### src/rtl/alu_seq.sv
// Registered multi-cycle ALU with valid/ready handshakes on both sides.
// Shifts and rotates advance one bit position per cycle; every other op completes in one cycle.
module alu_seq #(
    parameter int unsigned W = 8
) (
    input  logic         clk,
    input  logic         rst_n,
    input  logic         in_valid,
    output logic         in_ready,
    input  logic [3:0]   alu_op,
    input  logic [W-1:0] in_a,
    input  logic [W-1:0] in_b,
    output logic         out_valid,
    input  logic         out_ready,
    output logic [W-1:0] rslt,
    output logic         taken,
    output logic         flag_z,
    output logic         flag_c,
    output logic         flag_n
);

    localparam int unsigned SW = $clog2(W);
    localparam int unsigned CW = SW + 1;
    localparam logic [W-1:0] W_AMT = W'(W);

    localparam logic [3:0] OP_PASS = 4'h0;
    localparam logic [3:0] OP_SHR  = 4'h1;
    localparam logic [3:0] OP_ADD  = 4'h2;
    localparam logic [3:0] OP_POS  = 4'h3;
    localparam logic [3:0] OP_XOR  = 4'h4;
    localparam logic [3:0] OP_BEQ  = 4'h5;
    localparam logic [3:0] OP_LW   = 4'h6;
    localparam logic [3:0] OP_SW   = 4'h7;
    localparam logic [3:0] OP_SHL  = 4'h8;
    localparam logic [3:0] OP_ROR  = 4'h9;
    localparam logic [3:0] OP_SUB  = 4'hA;
    localparam logic [3:0] OP_AND  = 4'hB;
    localparam logic [3:0] OP_OR   = 4'hC;

    typedef enum logic [1:0] {
        IDLE = 2'd0,
        EXEC = 2'd1,
        DONE = 2'd2
    } state_e;

    state_e         state_q, state_d;
    logic [3:0]     op_q, op_d;
    logic [W-1:0]   work_q, work_d;
    logic [CW-1:0]  cnt_q, cnt_d;
    logic [W-1:0]   rslt_q, rslt_d;
    logic           taken_q, taken_d;
    logic           flag_z_q, flag_z_d;
    logic           flag_c_q, flag_c_d;
    logic           flag_n_q, flag_n_d;
    logic           out_valid_q, out_valid_d;
    logic           in_ready_q, in_ready_d;

    logic           is_shift;
    logic [CW-1:0]  amt;
    logic [W:0]     sum;
    logic [W-1:0]   step_val;
    logic           step_carry;
    logic           load;
    logic [W-1:0]   fin_r;
    logic           fin_c;
    logic           fin_t;

    always_ff @(posedge clk) begin
        if (!rst_n) begin
            state_q     <= IDLE;
            op_q        <= '0;
            work_q      <= '0;
            cnt_q       <= '0;
            rslt_q      <= '0;
            taken_q     <= 1'b0;
            flag_z_q    <= 1'b0;
            flag_c_q    <= 1'b0;
            flag_n_q    <= 1'b0;
            out_valid_q <= 1'b0;
            in_ready_q  <= 1'b1;
        end else begin
            state_q     <= state_d;
            op_q        <= op_d;
            work_q      <= work_d;
            cnt_q       <= cnt_d;
            rslt_q      <= rslt_d;
            taken_q     <= taken_d;
            flag_z_q    <= flag_z_d;
            flag_c_q    <= flag_c_d;
            flag_n_q    <= flag_n_d;
            out_valid_q <= out_valid_d;
            in_ready_q  <= in_ready_d;
        end
    end

    always_comb begin
        state_d     = state_q;
        op_d        = op_q;
        work_d      = work_q;
        cnt_d       = cnt_q;
        rslt_d      = rslt_q;
        taken_d     = taken_q;
        flag_z_d    = flag_z_q;
        flag_c_d    = flag_c_q;
        flag_n_d    = flag_n_q;
        out_valid_d = out_valid_q;
        in_ready_d  = in_ready_q;
        load        = 1'b0;
        fin_r       = '0;
        fin_c       = 1'b0;
        fin_t       = 1'b0;

        is_shift = (alu_op == OP_SHR) || (alu_op == OP_SHL) || (alu_op == OP_ROR);
        sum      = {1'b0, in_a} + {1'b0, in_b};

        // Rotate amount wraps modulo W; shift amounts saturate at W.
        if (alu_op == OP_ROR) begin
            amt = CW'(in_b[SW-1:0]);
        end else if (in_b >= W_AMT) begin
            amt = CW'(W);
        end else begin
            amt = CW'(in_b);
        end

        step_val   = work_q;
        step_carry = 1'b0;
        case (op_q)
            OP_SHL: begin
                step_val   = {work_q[W-2:0], 1'b0};
                step_carry = work_q[W-1];
            end
            OP_ROR: begin
                step_val   = {work_q[0], work_q[W-1:1]};
                step_carry = work_q[0];
            end
            default: begin
                step_val   = {1'b0, work_q[W-1:1]};
                step_carry = work_q[0];
            end
        endcase

        case (state_q)
            IDLE: begin
                if (in_valid) begin
                    op_d   = alu_op;
                    work_d = in_a;
                    cnt_d  = amt;
                    if (is_shift && (amt != '0)) begin
                        state_d = EXEC;
                    end else begin
                        state_d = DONE;
                        load    = 1'b1;
                        case (alu_op)
                            OP_PASS: fin_r = in_a;
                            OP_SHR, OP_SHL, OP_ROR: fin_r = in_a;
                            OP_ADD: begin
                                fin_r = sum[W-1:0];
                                fin_c = sum[W];
                            end
                            OP_POS:  fin_t = (in_a != '0);
                            OP_XOR:  fin_r = in_a ^ in_b;
                            OP_BEQ:  fin_t = (in_a == '0);
                            OP_LW, OP_SW: fin_r = in_b;
                            OP_SUB: begin
                                fin_r = in_a - in_b;
                                fin_c = (in_a < in_b);
                            end
                            OP_AND:  fin_r = in_a & in_b;
                            OP_OR:   fin_r = in_a | in_b;
                            default: fin_r = '0;
                        endcase
                    end
                end
            end
            EXEC: begin
                work_d = step_val;
                cnt_d  = cnt_q - CW'(1);
                if (cnt_q == CW'(1)) begin
                    state_d = DONE;
                    load    = 1'b1;
                    fin_r   = step_val;
                    fin_c   = step_carry;
                end
            end
            DONE: begin
                if (out_ready) begin
                    state_d = IDLE;
                end
            end
            default: state_d = IDLE;
        endcase

        if (load) begin
            rslt_d   = fin_r;
            taken_d  = fin_t;
            flag_c_d = fin_c;
            flag_z_d = (fin_r == '0);
            flag_n_d = fin_r[W-1];
        end

        out_valid_d = (state_d == DONE);
        in_ready_d  = (state_d == IDLE);
    end

    assign in_ready  = in_ready_q;
    assign out_valid = out_valid_q;
    assign rslt      = rslt_q;
    assign taken     = taken_q;
    assign flag_z    = flag_z_q;
    assign flag_c    = flag_c_q;
    assign flag_n    = flag_n_q;

endmodule
### config.mk
export PLATFORM = sky130hd
export DESIGN_NAME = alu_seq
export DESIGN_NICKNAME = d
export VERILOG_FILES = /design/src/rtl/alu_seq.sv
export SDC_FILE = /design/constraint.sdc
export NUM_CORES = 1
export LEC_CHECK = 0
export ABC_AREA = 1
export CAP_MARGIN = 20
export CORE_AREA = 2 2 84 127
export DETAILED_ROUTE_END_ITERATION = 6
export DIE_AREA = 0 0 86 129
export HOLD_SLACK_MARGIN = 0.15
export PLACE_DENSITY = 0.51
export SETUP_SLACK_MARGIN = 0.3
export SYNTH_ARGS = -nofsm -noshare
export SYNTH_HDL_FRONTEND = slang
export SYNTH_SLANG_ARGS = --single-unit
### constraint.sdc
create_clock -name clk -period 2 [get_ports clk]
set_input_delay 0.2 -clock clk [delete_from_list [all_inputs] [get_ports clk]]
set_output_delay 0.2 -clock clk [all_outputs]
set_load 0.005 [all_outputs]
==> results of run 1 <==
-- timing repair --
item	in CTS	in global routing
setup buffers	9	1
gates resized for setup	107	63
setup endpoints to repair	14	14
gates cloned	0	0
pin swaps	27	27
-- cell usage after synthesis (6+ instances only) --
cell type / instances
a31oi_1: 7
ha_1: 27
dfxtp_1: 31
a21oi_1: 29
o21ai_0: 23
nand2_1: 132
inv_1: 78
o22ai_1: 12
nand3_1: 50
nor2_1: 48
clkbuf_1: 6
-- final cells by class --
class	count	area share, %
well taps	117	3.12
clock buffers	8	3.33
inverters	83	6.84
flip-flops and latches	31	13.2
repair buffers	142	24.8
multi-input cells	367	48.7
-- per-stage QoR --
step	hold WS (ns)	setup TNS, ns	worst slack (ns)	instances	total power, mW
finish	0.345	0	0.341	748	2.37
global route	0.362	0	0.190	748	2.50
CTS	0.367	0	0.265	747	2.35
detailed placement	0.463	-4.18	-0.559	730	1.47
global placement	0.444	-4.01	-0.541	730	1.46
floorplan	0.365	0	0.312	492	1.07
-- routing by layer --
metal	GRT usage (%)	routed length, um	up-vias
met1	21.2	4030	1656
met3	1.92	318	42
li1	-	-	1850
met2	38.5	5800	85
met5	0	0	-
met4	14.5	748	0
-- worst reg2reg max path, cell delays in order, from the launching register on --
cell,delay [ns]
dfxtp_1,0.30
inv_1,0.05
nor2_2,0.11
nand2_1,0.10
nor2_4,0.10
buf_4,0.16
nand2_1,0.06
o21ai_1,0.13
nand2_1,0.11
nand2_2,0.09
buf_4,0.11
a21oi_2,0.02
or2_1,0.20
inv_1,0.04
-- registers in the layout, indices dropped and copies added (netlist names) --
register   cells
rslt           8
work_q         8
cnt_q          4
op_q           4
state_q        2
flag_c         1
flag_z         1
in_ready       1
out_valid      1
taken          1
-- worst max path at each step --
stage / endpoint / cells past startpoint / start / slack, ns
floorplan: flag_z / 17 / in_a[0] / 0.31
global placement: flag_z / 14 / in_b[2] / -0.54
detailed placement: flag_z / 14 / in_a[2] / -0.56
CTS: flag_z / 18 / in_a[0] / 0.26
global route: flag_z / 17 / in_b[0] / 0.19
finish: flag_z / 15 / in_b[4] / 0.34
-- power groups by stage --
stage	Combinational, mW	Sequential, mW	Clock [mW]
floorplan	0.385	0.689	0
global placement	0.767	0.692	0
detailed placement	0.774	0.692	0
CTS	0.859	0.681	0.813
global route	0.984	0.685	0.834
finish	0.892	0.681	0.797
-- cells by family (layout without fill, tap and decap cells) --
logic type / after synthesis / count (layout) / synth area share (%)
flops: 31 / 31 / 21.1
xor+xnor: 2 / 2 / 0.597
compound gates: 80 / 80 / 15.3
buf+inv: 94 / 233 / 12.5
fa+ha+maj: 29 / 29 / 12.9
simple gates: 256 / 256 / 37.6
==> flow_metrics.tcl, run 1 <==
set metrics [dict create \
    outcome "finished, final reports clean" \
    clockBufferDepth 2 \
    skew_ns 0.00116 \
    fin_crit_sh_pct 82.9 \
    die_w_um 86 \
    antenna_found_initial 0 \
    cellPowerDensity_mw_per_mm2 504 \
    reg2regPathDepth 13 \
    synthCells 492 \
    r2r_slack_ns 0.36 \
    r2r_start "op_q[3]" \
    final_cell_area_mm2 0.00470 \
    synth_fp_nets 545 \
    start_kind "primary input" \
    hold_viol 0 \
    drv_slew 0 \
    holdPathStages 4 \
    syn-mean-instance-area_um2 5.97 \
    grt_use_total_pct 20.7 \
    synth_seq_cells 31 \
    crit_arrival_ns 1.86 \
    layout_common_cells "nand2_1, buf_4, inv_1" \
    crit_top_cell "nand3_1" \
    p_sw_uw 768 \
    slew-limit-headroom_pct 57.3 \
    crit_slowest_cell "dlygate4sd2_1" \
    cp_max_fo 7 \
    worstSkewPairLatency_ns 0.28 \
    clkPwrFrac_pct 33.6 \
    dieHeight_um 129 \
    hold_path_startpoint "in_b[1]" \
    fillers 1045 \
    cts_tree "yes" \
    ys_warn_count 0 \
    synth_area_leader_cell "dfxtp_1" \
    hpwlAfterDp_mm 9.06 \
    diodes 0 \
    final_common_cell "nand2_1" \
    nets 683 \
    syn_to_final_growth_pct 60.0 \
    yosysSeqAreaShare_pct 21.1 \
    tightest_slew_ns 0.640 \
    internal-power_mw 1.60 \
    switching_share_pct 32.4 \
    gr-total-overflow 0 \
    peakVddDrop_mv 0.308 \
    drtAntennaViolNets 0 \
    boundaryPins 38 \
    endpoint_kind "register" \
    ctsHoldBuffers 0 \
    vias_per_cell 4.86 \
    multi_input_area_mm2 0.00229 \
    grt_pass1_wl_mm 17.7 \
    port_buffers 37 \
    critPathRequiredTime_ns 2.20 \
    drc 0 \
    final_util_pct 47.1 \
    first_pass_iters 4 \
    cpPeakStageDelay_ns 0.25 \
    synth_area_mm2 0.00294 \
    die-area_mm2 0.0111 \
    drt_wl_total_mm 10.9 \
    fmax_mhz 603 \
    wl_per_cell_um 14.6 \
    synthDistinctLibCells 31 \
    synth-main-ff-cell "dfxtp_1" \
    cpLargestDelayFamily "simple AND/OR/NAND/NOR gates" \
    cts.sinks 31 \
    gp_congestion 0.969 \
    drive_gt1_share_pct 37.4 \
    combPwrFrac_pct 37.6 \
    drtIter0Drc 162 \
    cts_root_buffer "clkbuf_16" \
    placementRows 45 \
    synth_area_leaders "dfxtp_1, nand2_1, ha_1" \
    grt_start_max_net_pins 21 \
    power.leakage_nw 2.26 \
    worstHoldEndpoint "cnt_q[1]" \
    r2r-end "rslt[2]" \
    grt_pass1_vias 3687 \
    drv_cap 0 \
    vias 3633 \
    cts_buffers 5 \
    clk_pin_slew_worst_paths_ns 0.05 \
    p_seq_share_pct 28.7 \
    grt_setup_unrepaired "yes" \
    start_util_pct 29.5 \
    report.final.setup_viol 0 \
    seqCellArea_um2 621 \
    synth_edf_count 0 \
    fin_crit_ns 1.66 \
    htree_levels 2 \
    dpl_cell_area_mm2 0.00417 \
    netlist.area_leader.share_pct 21.1 \
    min_path_type "primary input to register" \
    cp_cell_sequence "dlygate4sd2_1, inv_2, ha_4, buf_4, nand3_2, nand3_1, nor2_1, nand3_1, nand2_1, nand2_2, nor2_2, nand2_1, nor2_1, nand3_1, a21oi_1" \
    core_mm2 0.00997 \
    async_flop_share_pct 0 \
    worst-setup-path-type "primary input to register" \
    cp_num_buf_inv 3 \
]
Note: power is estimated with default switching activity, not from simulation.
==> inputs of run 2 (changes only) <==
Clock period 2 ns to 1.6 ns, I/O delays scaled along.
==> run 2 against run 1 <==
Net effect:
- the flow now finishes with violations (negative setup slack)
- combinational power rose by 43%
- power is 30% higher
- via count increased by 2.2%
- register-to-register slack worse by 0.34 ns
- clock skew increased by 0.0038 ns
- worst hold slack got worse by 0.024 ns
- sequential share of layout area decreased by 1.1 points
==> flow_metrics.tcl, run 2 (synthesized netlist as in run 1, its figures left out) <==
set metrics [dict create \
    hpwlAfterDp_mm 8.90 \
    timing.final.ws_setup_ns -0.132 \
    start_kind "primary input" \
    violations "negative setup slack" \
    drc 0 \
    crit_arrival_ns 1.95 \
    holdWs_ns 0.321 \
    p_seq_share_pct 27.9 \
    vias 3713 \
    die-area_mm2 0.0111 \
    layout.cells.non_filler 770 \
    endpoint_kind "register" \
    port_buffers 37 \
    wl_per_cell_um 14.4 \
    cp_max_fo 4 \
    final_cell_area_mm2 0.00524 \
    syn_to_final_growth_pct 78.4 \
    grt_pass1_wl_mm 18.0 \
    skew_ns 0.00492 \
    fin_crit_sh_pct 108 \
    critPathRequiredTime_ns 1.82 \
    gp_congestion 0.934 \
    clkPwrFrac_pct 30.4 \
    drive_gt1_share_pct 48.2 \
    power.leakage_nw 2.56 \
    fin_crit_ns 1.73 \
    ctsHoldBuffers 0 \
    peakVddDrop_mv 0.393 \
    grt_pass1_vias 3796 \
    clk_pin_slew_worst_paths_ns 0.05 \
    cts_buffers 5 \
    tns_ns -0.330 \
    hold_viol 0 \
    worst-setup-path-type "primary input to register" \
    report.final.setup_viol 4 \
    drtAntennaViolNets 0 \
    internal-power_mw 2.04 \
    first_pass_iters 5 \
    combPwrFrac_pct 41.7 \
    gr-total-overflow 0 \
    cellPowerDensity_mw_per_mm2 588 \
    core_mm2 0.00997 \
    start_util_pct 29.5 \
    cts_root_buffer "clkbuf_16" \
    drv_cap 0 \
    placementRows 45 \
    worstSkewPairLatency_ns 0.28 \
    outcome "finished with violations" \
    diodes 0 \
    fmax_mhz 578 \
    drtIter0Drc 113 \
    htree_levels 2 \
    holdPathStages 4 \
    dpl_cell_area_mm2 0.00436 \
    finalPower_mw 3.08 \
    place_inst 742 \
    tightest_slew_ns 0.279 \
    clockBufferDepth 2 \
    layout_common_cells "nand2_1, buf_4, inv_1" \
    boundaryPins 38 \
    place_worst_setup_slack_ns -0.898 \
    grt_setup_unrepaired "yes" \
    grt_use_total_pct 20.8 \
    p_sw_mw 1.04 \
    slew-limit-headroom_pct 81.2 \
    switching_share_pct 33.7 \
    drv_slew 0 \
    drt_wl_total_mm 11.1 \
    dieHeight_um 129 \
    nets 706 \
    die_w_um 86 \
    reg2regPathDepth 13 \
    cts.sinks 31 \
    min_path_type "primary input to register" \
    cts_tree "yes" \
    vias_per_cell 4.82 \
    antenna_found_initial 0 \
    grt_start_max_net_pins 18 \
    final_util_pct 52.6 \
]
==> run 2: final timing paths <==
check	from	to	slack [ns]
min	alu_op[0]	op_q[0]	0.32
min reg2reg	taken	taken	0.46
max reg2reg	op_q[3]	rslt[2]	0.02
max	in_a[0]	flag_z	-0.13
==> run 2: timing repair <==
item | CTS | global route
gates resized for setup | 174 | 81
pin swaps | 49 | 35
setup endpoints to repair | 32 | 32
buffers inserted | 15 | 6
==> run 2: critical path, cell delays in order <==
cell,delay (ns)
buf_6,0.09
buf_12,0.13
inv_16,0.04
ha_4,0.11
inv_2,0.04
fa_2,0.38
inv_2,0.06
nand2_1,0.04
nand2_1,0.05
nor2_1,0.04
nor2_1,0.10
nand3_1,0.10
nand3_1,0.11
nand2_2,0.07
nor2_2,0.10
nand2_1,0.05
nor2_1,0.08
nand3_1,0.07
a21oi_1,0.12
==> run 2: power by group through the flow <==
stage | clock, mW | sequential, mW | combinational, mW
global route | 0.974 | 0.865 | 1.41
finish | 0.936 | 0.861 | 1.28
CTS | 0.952 | 0.859 | 1.18
detailed placement | 0 | 0.869 | 1.02
global placement | 0 | 0.867 | 1.01
floorplan | 0 | 0.863 | 0.525
==> run 2: layer usage <==
layer  part of all wire, %  global-route usage [%]  up-vias
met2                    57                    40.5       76
met1                    38                    21.4     1719
met3                   2.0                    1.73       25
li1                      -                       -     1893
met4                   3.5                    11.0        0
met5                     0                       0        -
==> run 2: layout make-up <==
cell class              count  area (um2)
clock buffers               6         139
clock inverters             1        5.00
inverters                  83         350
flip-flops and latches     31         636
well taps                 117         146
fillers                   966        4730
multi-input cells         367        2570
repair buffers            165        1390
==> inputs of run 3 (changes only) <==
Settings changed: CORE_AREA 2 2 84 127 to 2 2 63 94, DIE_AREA 0 0 86 129 to 0 0 65 96, GPL_TIMING_DRIVEN from default to 0, PLACE_DENSITY 0.51 to 0.81, SKIP_CTS_REPAIR_TIMING from default to 1.
==> run 3 against run 2 <==
Net effect:
- the run still ends with negative setup slack left
- via count grew 4.7%
- flip-flop and latch count unchanged
- combinational power is 8% lower
- sequential share of layout area grew 1.8 points
- register-to-register slack got worse by 0.26 ns
- die area shrank 44%
- maximum frequency fell by 6.9%
- first-iteration DRC count rose to 3.4 times the previous value
- worst hold slack worse by 0.14 ns
- cell area fell by 13%
- critical path type unchanged
- critical endpoint unchanged
==> flow_metrics.tcl, run 3 (synthesized netlist as in run 1, its figures left out) <==
set metrics [dict create \
    outcome "finished with violations" \
    violations "negative setup slack" \
    drive_gt1_share_pct 39.6 \
    drc 0 \
    dpl_cell_area_mm2 0.00355 \
    gp_congestion 0.988 \
    crit_start "in_a[0]" \
    peakVddDrop_mv 0.338 \
    hpwlAfterDp_mm 7.06 \
    start_util_pct 54.3 \
    drtAntennaViolNets 0 \
    final_cell_area_mm2 0.00458 \
    grt_setup_unrepaired "yes" \
    worst-setup-path-type "primary input to register" \
    crit_arrival_ns 2.07 \
    cpPeakStageDelay_ns 0.40 \
    cts_tree "yes" \
    die_w_um 65 \
    die-area_mm2 0.00624 \
    clk_pin_slew_worst_paths_ns 0.07 \
    vias_per_cell 6.00 \
    tightest_slew_ns 0.623 \
    gr-total-overflow 0 \
    layout_common_cells "nand2_1, inv_1, nand3_1" \
    critPathRequiredTime_ns 1.81 \
    timing.final.ws_setup_ns -0.260 \
    diodes 0 \
    min_path_type "primary input to register" \
    worstSkewPairLatency_ns 0.30 \
    r2r_start "op_q[3]" \
    cellPowerDensity_mw_per_mm2 602 \
    power.leakage_nw 2.28 \
    htree_levels 2 \
    syn_to_final_growth_pct 55.9 \
    dieHeight_um 96 \
    grt_pass1_wl_mm 15.0 \
    fillers 327 \
    fin_crit_sh_pct 116 \
    grt_start_max_net_pins 11 \
    first_pass_iters 6 \
    vias 3886 \
    endpoint_kind "register" \
    seqCellArea_um2 636 \
    fin_crit_ns 1.86 \
    tns_ns -1.08 \
    antenna_found_initial 0 \
    nets 630 \
    multi_input_area_mm2 0.00252 \
    final_common_cell "nand2_1" \
    grt_use_total_pct 31.1 \
    drtIter0Drc 380 \
    fmax_mhz 538 \
    boundaryPins 38 \
    hold_viol 0 \
    skew_ns 0.00987 \
    start_kind "primary input" \
    r2r_slack_ns -0.24 \
    holdWs_ns 0.177 \
    drv_cap 0 \
    port_buffers 37 \
    hold_path_startpoint "in_b[0]" \
    crit_slowest_cell "fa_2" \
    report.final.setup_viol 8 \
    cts_buffers 5 \
    cp_cell_sequence "buf_12, inv_16, ha_4, inv_4, fa_2, inv_2, nand2_1, nand2_1, nor2_1, nor2_1, nand3_1, nand3_2, nand2_4, nor2_4, nand2_1, nor2_1, nand3_1, a21oi_1" \
    wl_per_cell_um 18.1 \
    cp_max_fo 4 \
    cts_root_buffer "clkbuf_8" \
    cts.sinks 31 \
    clockBufferDepth 2 \
    core_mm2 0.00541 \
    grt_pass1_vias 3267 \
    drv_slew 0 \
    slew-limit-headroom_pct 58.4 \
    placementRows 33 \
    drt_wl_total_mm 11.7 \
]
run 3: changes by cell type in the layout (fill, tap and decap cells not counted), moves of 4 or more:
cell	previous run	this run
nand2_1	107	101
clkbuf_1	0	4
clkbuf_16	5	1
clkbuf_4	0	6
ha_1	9	17
dlymetal6s2s_1	6	12
nand2_4	5	9
clkbuf_8	1	7
buf_8	0	6
inv_2	27	22
buf_6	19	11
buf_4	107	32
ha_2	6	1
run 3: routing by layer:
| layer | vias to the layer above | global-route usage (%) | share of wire [%] |
|---|---|---|---|
| li1 | 1748 | - | - |
| met1 | 1813 | 32.6 | 34 |
| met2 | 239 | 57.1 | 52 |
| met3 | 86 | 3.16 | 6.2 |
| met4 | 0 | 22.3 | 7.8 |
| met5 | - | 0 | 0 |
run 3: path summary, 6_finish.rpt:
kind	to	cells past startpoint
worst max-delay path	flag_z	18
worst min-delay path	cnt_q[0]	3
worst max register to register	flag_z	13
worst min register to register	taken	2
run 3: layout make-up:
type | count | share of cell area, %
Multi-Input combinational cell | 367 | 55.1
Tap cell | 70 | 1.91
Inverter | 83 | 8.20
Sequential cell | 31 | 13.9
Buffer | 11 | 2.21
Timing Repair Buffer | 78 | 16.5
Clock buffer | 8 | 2.19
run 3: critical path, delay by kind of cell:
kind / cells / cell delay, ns
compound gates: 1 / 0.17
fa+ha+maj: 2 / 0.52
buf+inv: 4 / 0.26
simple gates: 11 / 0.93
run 3: metrics by stage:
step	setup WS, ns	utilization (%)	cells	power, mW
CTS	-0.890	67.4	607	2.33
global placement	-1.18	65.6	599	1.64
finish	-0.260	84.6	648	2.75
floorplan	-0.0444	-	492	1.39
global route	-0.390	84.6	648	2.87
detailed placement	-1.18	65.6	599	1.66
run 3: power by group:
group          switching (mW)  internal (mW)
Combinational           0.684          0.498
Sequential             0.0405          0.821
Clock                   0.317          0.393
Total                    1.04           1.71
